===== config.mk =====
export PLATFORM = sky130hd
export DESIGN_NAME = hazard_scoreboard
export DESIGN_NICKNAME = d
export VERILOG_FILES = /design/src/rtl/hazard_scoreboard.sv
export SDC_FILE = /design/constraint.sdc
export NUM_CORES = 1
export LEC_CHECK = 0
export CAP_MARGIN = 20
export CORE_ASPECT_RATIO = 2
export CORE_MARGIN = 2
export CORE_UTILIZATION = 45
export CTS_CLUSTER_DIAMETER = 150
export DETAILED_ROUTE_END_ITERATION = 8
export PLACE_DENSITY = 0.79
export SLEW_MARGIN = 10
export SYNTH_ARGS = -nofsm -noshare
export SYNTH_HDL_FRONTEND = slang
export SYNTH_SLANG_ARGS = --single-unit

===== constraint.sdc =====
create_clock -name clk -period 2.9 [get_ports clk]
set_input_delay 0.435 -clock clk [delete_from_list [all_inputs] [get_ports clk]]
set_output_delay 0.435 -clock clk [all_outputs]
set_load 0.005 [all_outputs]

===== src/rtl/hazard_scoreboard.sv =====
// Register-writing instructions in flight between ID and WB, compared against the
// ID source fields to stall IF/ID and bubble EXE on a read-after-write hazard.
module hazard_scoreboard #(
  parameter int DEPTH = 2,
  parameter int CNT_W = 16
) (
  input  logic               clk,
  input  logic               rst,
  input  logic               freeze,
  input  logic               flush,
  input  logic               fwd_en,
  input  logic               id_valid,
  input  logic               id_wb_en,
  input  logic               id_mem_r_en,
  input  logic [3:0]         id_dest,
  input  logic [3:0]         id_src1,
  input  logic               id_uses_src1,
  input  logic [3:0]         id_src2,
  input  logic               id_two_src,
  output logic               hazard,
  output logic [DEPTH-1:0]   stage_valid,
  output logic [4*DEPTH-1:0] stage_dest,
  output logic [DEPTH-1:0]   stage_load,
  output logic [CNT_W-1:0]   hazard_cnt
);

  logic [DEPTH-1:0] valid_q;
  logic [DEPTH-1:0] load_q;
  logic [3:0]       dest_q [DEPTH];
  logic [DEPTH-1:0] match;
  logic             hazard_c;
  logic             issue;

  // With forwarding, only a load still in EXE cannot supply its result in time.
  always_comb begin
    match = '0;
    for (int i = 0; i < DEPTH; i++) begin
      match[i] = valid_q[i] &
                 ((id_uses_src1 & (id_src1 == dest_q[i])) |
                  (id_two_src   & (id_src2 == dest_q[i])));
    end
    hazard_c = 1'b0;
    if (id_valid && !flush) begin
      if (fwd_en) hazard_c = match[0] & load_q[0];
      else        hazard_c = |match;
    end
  end

  assign issue  = id_valid & id_wb_en & ~hazard_c & ~flush;
  assign hazard = hazard_c;

  always_ff @(posedge clk or negedge rst) begin
    if (!rst) begin
      valid_q    <= '0;
      load_q     <= '0;
      hazard_cnt <= '0;
      for (int i = 0; i < DEPTH; i++) dest_q[i] <= '0;
    end else if (!freeze) begin
      for (int i = DEPTH - 1; i >= 1; i--) begin
        valid_q[i] <= valid_q[i-1];
        load_q[i]  <= load_q[i-1];
        dest_q[i]  <= dest_q[i-1];
      end
      valid_q[0] <= issue;
      load_q[0]  <= issue & id_mem_r_en;
      dest_q[0]  <= issue ? id_dest : 4'd0;
      if (hazard_c && (hazard_cnt != {CNT_W{1'b1}}))
        hazard_cnt <= hazard_cnt + 1'b1;
    end
  end

  always_comb begin
    stage_dest = '0;
    for (int i = 0; i < DEPTH; i++) stage_dest[4*i +: 4] = dest_q[i];
  end

  assign stage_valid = valid_q;
  assign stage_load  = load_q;

endmodule


# Yosys cells after proc, flatten, opt, wreduce, memory -nomap -nowiden
# Index checks and enable logic that the tools add are counted.
totals:
  ff_bits: 28
  output_inout_bits: 29
  word_cells: 35
classes:
  addsub: 1
  n_eq_ne: 5
  muxes: 3
  bitwise_logic: 16
  reduce_logical: 5
op_table:
  columns: ["operator", "n"]
  rows:
  - ["adder 16 x 1 -> 16 bit, second input constant", 1]
  - ["equality test 4 bit", 4]
  - ["!= test 16 bit, second input constant", 1]
  - ["AND 1 bit", 11]
  - ["two-way mux 4 bit", 1]
  - ["NOT 1 bit", 3]
  - ["logical AND 1 bit", 2]
  - ["two-way mux 1 bit", 2]
  - ["bitwise OR 1 bit", 2]
  - ["AND reduction 2 bit", 1]
  - ["OR reduction 2 bit", 1]
  - ["logical NOT 1 bit", 1]

# Depth between registers and ports, before layout
# Gate-level depths: netlist of the first run.
depth:
  depth_word: 11
  mapped_depth: 9
  mapped_depth_nobuf: 7

# Worst setup path after synthesis of the first run
# Ideal clock, no wire load.
synth_path:
  path_type: "register to register"
  from: "reg hazard_cnt[0]"
  to: "reg hazard_cnt[13]"
  t_arrival_ps: 1845
  required_ps: 2821
  setup_slack_ps: 976
  path_stages_with_launch: 8
  path_buffers: 0
  cell_sequence: "dfrtp_1 > ha_1 > and4_1 > nand3_1 > o31a_1 > nand4_1 > nor4b_2 > xor2_1"
synth_between:
  elab_chain_cells: 3
synth_lines:
  columns: ["element", "line", "text"]
  rows:
  - ["from (decl)", "24", "output logic [CNT_W-1:0] hazard_cnt"]
  - ["from (signal assigned)", "68", "hazard_cnt <= hazard_cnt + 1'b1;"]
  - ["parallel branches: the longest is 3 deep, another holds adder 16 x 1 -> 16 bit", null, null]
# Several ways; the timed one is not identified.
# A chain may end at the register's enable or synchronous reset.

# Worst setup path after layout of the first run
layout_path:
  from: "in id_src2[1]"
  to: "out hazard"
layout_between:
  elab_chain_cells: 7
layout_lines:
  columns: ["element", "line", "text"]
  rows:
  - ["from (decl)", "18", "input logic [3:0] id_src2,"]
  - ["equality test 4 bit", "40", "(id_two_src & (id_src2 == dest_q[i])));"]
  - ["AND 1 bit", "40", null]
  - ["bitwise OR 1 bit", "39", "((id_uses_src1 & (id_src1 == dest_q[i])) |"]
  - ["AND 1 bit", "38", "match[i] = valid_q[i] &"]
  - ["OR reduction 2 bit or AND 1 bit (tied branches)", "45, 44", null]
  - ["two-way mux 1 bit (*)", "44", "if (fwd_en) hazard_c = match[0] & load_q[0];"]
  - ["two-way mux 1 bit (*)", "43", "if (id_valid && !flush) begin"]
  - ["to (decl)", "20", "output logic hazard,"]
# Every way passes the cells marked *; elsewhere a longest branch is shown, timed or not.

==> summary.txt, run 1 <==
Finish
  – Commonest cells after routing, fill and taps aside: clkdlybuf4s50_1 (50), dfrtp_1 (28), xor2_1 (24)
  – Nets@finish: roughly 210
  – N_diodes: 0
  – Leading cell type in the layout, fill and taps excluded: clkdlybuf4s50_1
  – Syn-to-layout area delta: 38.3%
  – Layout cells sized above 1: between 10% and 20%
  – Layout Utilization: about two thirds

Clock tree
  – CTS tree: done
  – Post-cts sizing count: 0
  – # hold bufs at CTS: 0
  – CTS root buffer: clkbuf_8
  – Clock slew at reported path FFs: roughly 0.090 ns
  – Clk buf depth: 2
  – Htree depth: 1
  – Clock Sinks: 28
  – Clk Latency, worst-skew pair: between 0.2 and 0.3 ns
  – Total CTS buffers: 3
  – Post-CTS setup buffers: 0

Place
  – PortBufs: 50
  – GPL Wtd Cong: 0.763
  – Placed wire-length estimate: about 2.8 mm

STA
  – Final hold vios: 0
  – Clock skew: ~0.0041 ns
  – Worst slew pin tran: about 0.38 ns
  – Fin crit period: 2.77 ns
  – Hold slack: 0.513 ns
  – Max_slew headroom: 74.9%
  – Fmax: 361 MHz
  – Final setup TNS: 0 ns
  – Final-report setup violation count: 0
  – Tcrit/Tclk final: 95.4%
  – Unrepaired setup endpoints after global routing: false
  – Max-slew violations: 0

Setup path
  – Crit-path cells: clkdlybuf4s50_1, xor2_1, nor4_2, nand4_1, and3_1, nor2_1, clkdlybuf4s50_1
  – CP top delay family: buffers and inverters
  – CP most frequent cell: clkdlybuf4s50_1
  – CP Buf/Inv Count: 2
  – Critical path launch point type: primary input
  – Max incr delay on CP: 0.51 ns
  – Worst Setup Path Type: in2out
  – CP Capture Type: output port
  – Crit Path Max Fanout: 2
  – Critical Path AT: ~2.3 ns
  – Worst path required time: around 2.5 ns
  – Crit-path slowest cell: clkdlybuf4s50_1

Flow run
  – Max Cap Viol: 0

Yosys
  – Ys Warns: 0
  – Flops & latches, synth: 28
  – Area of the mapped netlist: 1520 sq um
  – Yosys cell types: 37
  – Post-Syn Instances: about 130
  – Syn Nets: about 150
  – Average cell area after synthesis: between 10 and 15 sq um
  – Seq/Total Area, Yosys: between 40% and 50%

Power and ir drop
  – VDD IR max: between 0.0003 and 0.0004 V
  – Pleak: 1.01 nW
  – Reg power frac: 54.8%
  – Pint: roughly 580 uW
  – Sw power: approximately 160 uW
  – Clock power frac: between 30% and 40%
  – Logic pwr share: 13.7%
  – Sw frac: a little over a fifth
  – PwrDens: between 300 and 400 nW/um^2

Global routing
  – Grt total ovfl: 0
  – Tot GR Track Use: 19.4%
  – First-pass GRT wire length: ~5.6 mm
  – Largest net degree at the start of global routing: 29
  – Vias in the first global route: roughly 1,200
  – Initial antenna violation count: 0

Route
  – Number of remaining DRC errors: 0
  – DRT iter0 DRCs: 13
  – Via/cell ratio: approximately 5.5
  – DR vias: around 1,200
  – Drt wl/cell: 16.6 um
  – Wirelength, routed: 3.56 mm
  – Detail Route Antenna Nets: 0
  – Drt first pass iters: 4

Floorplanning
  – Die ar.: a little under 4000 sq um
  – Core ar.: ~3200 sq um
  – Chip width: between 40 and 50 um
  – I/O pin cnt: a little over 50
  – Num rows: 29
  – Initial Util: a little under half
  – Die height: approximately 86 um

Hold path
  – HP Class: reg2reg

Run status
  – Status: finished, final reports clean
[through the flow]
| step | total power, mW | std cells | setup slack, ns | instance area [sq um] |
|---|---|---|---|---|
| after floorplan | 0.452 | 131 | 0.976 | 1520 |
| after CTS | 0.753 | 215 | 0.0965 | 2100 |
| final | 0.746 | 215 | 0.132 | 2100 |
| after global routing | 0.775 | 215 | 0.0516 | 2100 |
| after detailed placement | 0.520 | 211 | 0.114 | 2050 |
| after global placement | 0.517 | 211 | 0.210 | 2050 |
[power by group through the flow]
stage	clock [mW]	combinational [mW]	sequential, mW
floorplan	0	0.0353	0.416
global placement	0	0.101	0.416
detailed placement	0	0.103	0.417
CTS	0.239	0.104	0.409
global route	0.254	0.111	0.411
finish	0.235	0.102	0.409
[layout make-up]
type	instances	area, sq um
well taps	31	38.8
inverters	2	7.51
repair buffers	54	531
fillers	252	1090
clock buffers	4	55.1
multi-input cells	96	769
flip-flops and latches	28	701
[routing by layer]
layer | routed length [um] | global-route usage (%)
met2 | 2190 | 39.0
met3 | 161 | 1.88
met4 | 18 | 4.81
met5 | 0 | 0
met1 | 1190 | 19.4
[cells in the mapped netlist, drive strengths merged]
master	instances	area, sq um
mux2	7	82.6
nand4	5	37.5
nor4	2	18.8
or2b	1	7.51
and4	1	8.76
nor2	8	30.0
clkbuf	1	3.75
a31oi	1	6.26
o21ai	1	5.00
and3b	1	10.0
xnor2	6	52.6
a22o	5	45.0
buf	4	38.8
dfrtp	28	701
and2b	1	7.51
nor2b	1	13.8
o31a	1	8.76
and3	5	32.5
nor3	5	40.0
nand2	6	22.5
nand3	7	35.0
nand2b	1	6.26
nand4b	1	8.76
or3	1	6.26
nor4b	3	53.8
a21o	1	7.51
xor2	24	210
inv	2	7.51
ha	1	12.5
[cells by family (layout without fill, tap and decap cells)]
group                    count (synthesis)  after routing  share of synthesized area (%)
AND/OR/NAND/NOR                         49             49                           22.3
multiplexers                             7              7                           5.43
flip-flops                              28             28                           46.1
adder cells (fa/ha/maj)                  1              1                          0.823
AO/OA/AOI/OAI                            9              9                           4.77
XOR/XNOR                                30             30                           17.3
buffers and inverters                    7             60                           3.29
[registers in the layout, indices dropped and copies added, names as in the netlist]
name         cells
stage_valid      2
hazard_cnt      16
stage_dest       8
stage_load       2
[path summary, 6_finish.rpt]
check	to	slack, ns	depth (start not counted)	startpoint
min in group asynchronous	hazard_cnt[13]	0.53	2	rst
max in group asynchronous	hazard_cnt[11]	2.11	2	rst
worst min-delay path	hazard_cnt[4]	0.51	1	hazard_cnt[4]
worst min register to register	hazard_cnt[4]	0.51	1	hazard_cnt[4]
worst max-delay path	hazard	0.13	7	id_src2[1]
worst max register to register	hazard_cnt[13]	0.63	7	hazard_cnt[0]
Note: power is estimated with default switching activity, not from simulation.
==> run 2, diff against run 1 <==
--- a/config.mk
+++ b/config.mk
@@ -12,6 +12,7 @@
 export CTS_CLUSTER_DIAMETER = 150
 export DETAILED_ROUTE_END_ITERATION = 8
 export PLACE_DENSITY = 0.79
+export SETUP_SLACK_MARGIN = 0.05
 export SLEW_MARGIN = 10
 export SYNTH_ARGS = -nofsm -noshare
 export SYNTH_HDL_FRONTEND = slang
==> results of run 2 <==
Same layout as run 1: the final DEF is identical, and so are final timing and power.
==> run 3, diff against run 2 <==
==> constraint.sdc (replaced) <==
create_clock -name clk -period 2.6 [get_ports clk]
set_input_delay 0.39 -clock clk [delete_from_list [all_inputs] [get_ports clk]]
set_output_delay 0.39 -clock clk [all_outputs]
set_load 0.005 [all_outputs]
==> run 3 against run 2 <==
Final cell count up 1.9%. Non-clock buffer count grew 4. Hold slack got worse by 0.030 ns. Register-to-register slack got worse by 0.25 ns. Flip-flop and latch count is the same. Cell area increased by 2.1%. Combinational power increased by 16%. Clock skew rose by 0.0044 ns. Count of clock-buffer cells in the layout unchanged. Sequential share of layout area down 0.68 points. Utilization is 1.4 points higher. Critical path type unchanged. Highest routed layer unchanged.
==> summary.txt, run 3 (same netlist as run 1, synthesis figures left out) <==
Run status
  – Status: finished, final reports clean

Global routing
  – Initial antenna violation count: 0
  – Grt peak-use layer: met2
  – Tot GR Track Use: 19.0%
  – Met2 Use GR: about two fifths
  – Routing usage on met3: 3.54%
  – Vias in the first global route: ~1,300
  – First-pass GRT wire length: about 5.5 mm
  – GR Util met1: between 10% and 20%
  – Largest net degree at the start of global routing: 29
  – Grt total ovfl: 0

Flow run
  – Max Cap Viol: 0

Route
  – DRT iter0 DRCs: 7
  – DR vias: 1,212
  – Drt first pass iters: 4
  – Wirelength, routed: between 3 and 4 mm
  – Drt wl/cell: about 17 um
  – Number of remaining DRC errors: 0
  – Detail Route Antenna Nets: 0
  – Via/cell ratio: between 5 and 6

Finish
  – Layout cells sized above 1: ~18%
  – N_diodes: 0
  – Max reg flops: 16
  – Nets@finish: approximately 210
  – Commonest cells after routing, fill and taps aside: clkdlybuf4s50_1 (48), dfrtp_1 (28), xor2_1 (24)
  – Layout filler cell count: ~260
  – Biggest register: hazard_cnt
  – Register area: between 700 and 800 sq um
  – Leading cell type in the layout, fill and taps excluded: clkdlybuf4s50_1
  – Syn-to-layout area delta: 41.2%
  – Area of the multi-input gates: approximately 790 sq um

Floorplanning
  – Num rows: 29
  – Die height: 86.2 um
  – Die ar.: about 3900 sq um
  – Initial Util: about 48%
  – Core ar.: about 3200 sq um
  – I/O pin cnt: 51
  – Chip width: between 40 and 50 um

Setup path
  – Worst path required time: about 2.2 ns
  – Crit-path slowest cell: clkdlybuf4s50_1
  – Worst Setup Path Type: in2out
  – CP Capture Type: output port
  – Critical path launch point type: primary input
  – CP Buf/Inv Count: 2
  – Crit Path Max Fanout: 2
  – Max incr delay on CP: 0.41 ns
  – Crit-path cells: clkdlybuf4s50_1, and2b_1, nand3_1, nor4_2, a31oi_1, and3_4, nor2_1, dlygate4sd2_1
  – Critical Path AT: about 2.0 ns
  – CP top delay family: simple AND/OR/NAND/NOR gates

Clock tree
  – Clock slew at reported path FFs: around 0.090 ns
  – Clk Latency, worst-skew pair: roughly 0.27 ns
  – CTS root buffer: clkbuf_8
  – Clock Sinks: 28
  – CTS tree: done
  – Total CTS buffers: 3
  – Htree depth: 1
  – # hold bufs at CTS: 0
  – Clk buf depth: 2

Place
  – Pre-CTS WS: -0.0686 ns
  – PortBufs: 50
  – GPL Wtd Cong: about 0.72
  – Placed wire-length estimate: 2.87 mm

STA
  – Worst slew pin tran: between 0.3 and 0.4 ns
  – Clock skew: between 0.008 and 0.009 ns
  – Final setup TNS: 0 ns
  – Tcrit/Tclk final: between 90 and 100%
  – Max-slew violations: 0
  – Setup WS post-layout: 0.175 ns
  – Unrepaired setup endpoints after global routing: false
  – Fmax: a little over 400 MHz
  – Max_slew headroom: around 76%
  – Final hold vios: 0
  – Fin crit period: 2.43 ns
  – Final-report setup violation count: 0

Hold path
  – HP Class: in2async

Power and ir drop
  – Pleak: ~1.0 nW
  – PwrDens: between 300 and 400 nW/um^2
  – VDD IR max: between 0.0004 and 0.0005 V
-- run 3: cell count changes in the layout (fill, tap and decap cells not counted), sizes merged --
cell / previous run / this run
clkdlybuf4s50: 50 / 48
dlygate4sd2: 0 / 2
buf: 4 / 8
-- run 3: path summary, 6_finish.rpt --
| path | startpoint | endpoint | slack, ns | depth (start not counted) |
|---|---|---|---|---|
| setup / recovery | fwd_en | hazard | 0.17 | 8 |
| hold / removal | rst | hazard_cnt[14] | 0.48 | 2 |
| setup reg to reg | hazard_cnt[0] | hazard_cnt[11] | 0.38 | 8 |
| hold reg to reg | hazard_cnt[13] | hazard_cnt[13] | 0.52 | 1 |
| max in group asynchronous | rst | hazard_cnt[3] | 1.86 | 2 |
| min in group clk | hazard_cnt[13] | hazard_cnt[13] | 0.52 | 1 |
-- run 3: final cells by class --
cell class	instances	share of cell area, %
sequential	28	32.7
clock buffer	4	2.57
inverter	2	0.350
multi-input combinational	96	36.6
tap	31	1.81
timing repair buffer	58	26.0
-- run 3: repair_timing --
item	4_1_cts	5_1_grt
endpoints found under the setup margin	1	0
buffers inserted	1	0
resized for setup	5	0
-- run 3: stage by stage --
step	instance area (sq um)	hold slack (ns)	cells	utilization [%]	total power, mW
finish	2150	0.484	219	67.2	0.840
global route	2150	0.531	219	67.2	0.868
CTS	2150	0.497	219	67.2	0.846
detailed placement	2070	0.504	214	64.8	0.583
global placement	2070	0.484	214	64.8	0.579
floorplan	1520	0.0944	131	-	0.504
-- run 3: power breakdown --
part / internal [mW] / switching, mW / total (mW)
combinational: 0.0718 / 0.0462 / 0.118
sequential: 0.445 / 0.0125 / 0.457
clock: 0.135 / 0.129 / 0.264
-- run 3: layer usage --
layer	vias up	share of wire, %
met2	45	60
met4	0	0.44
met3	2	5.6
li1	572	-
met1	593	34
met5	-	0
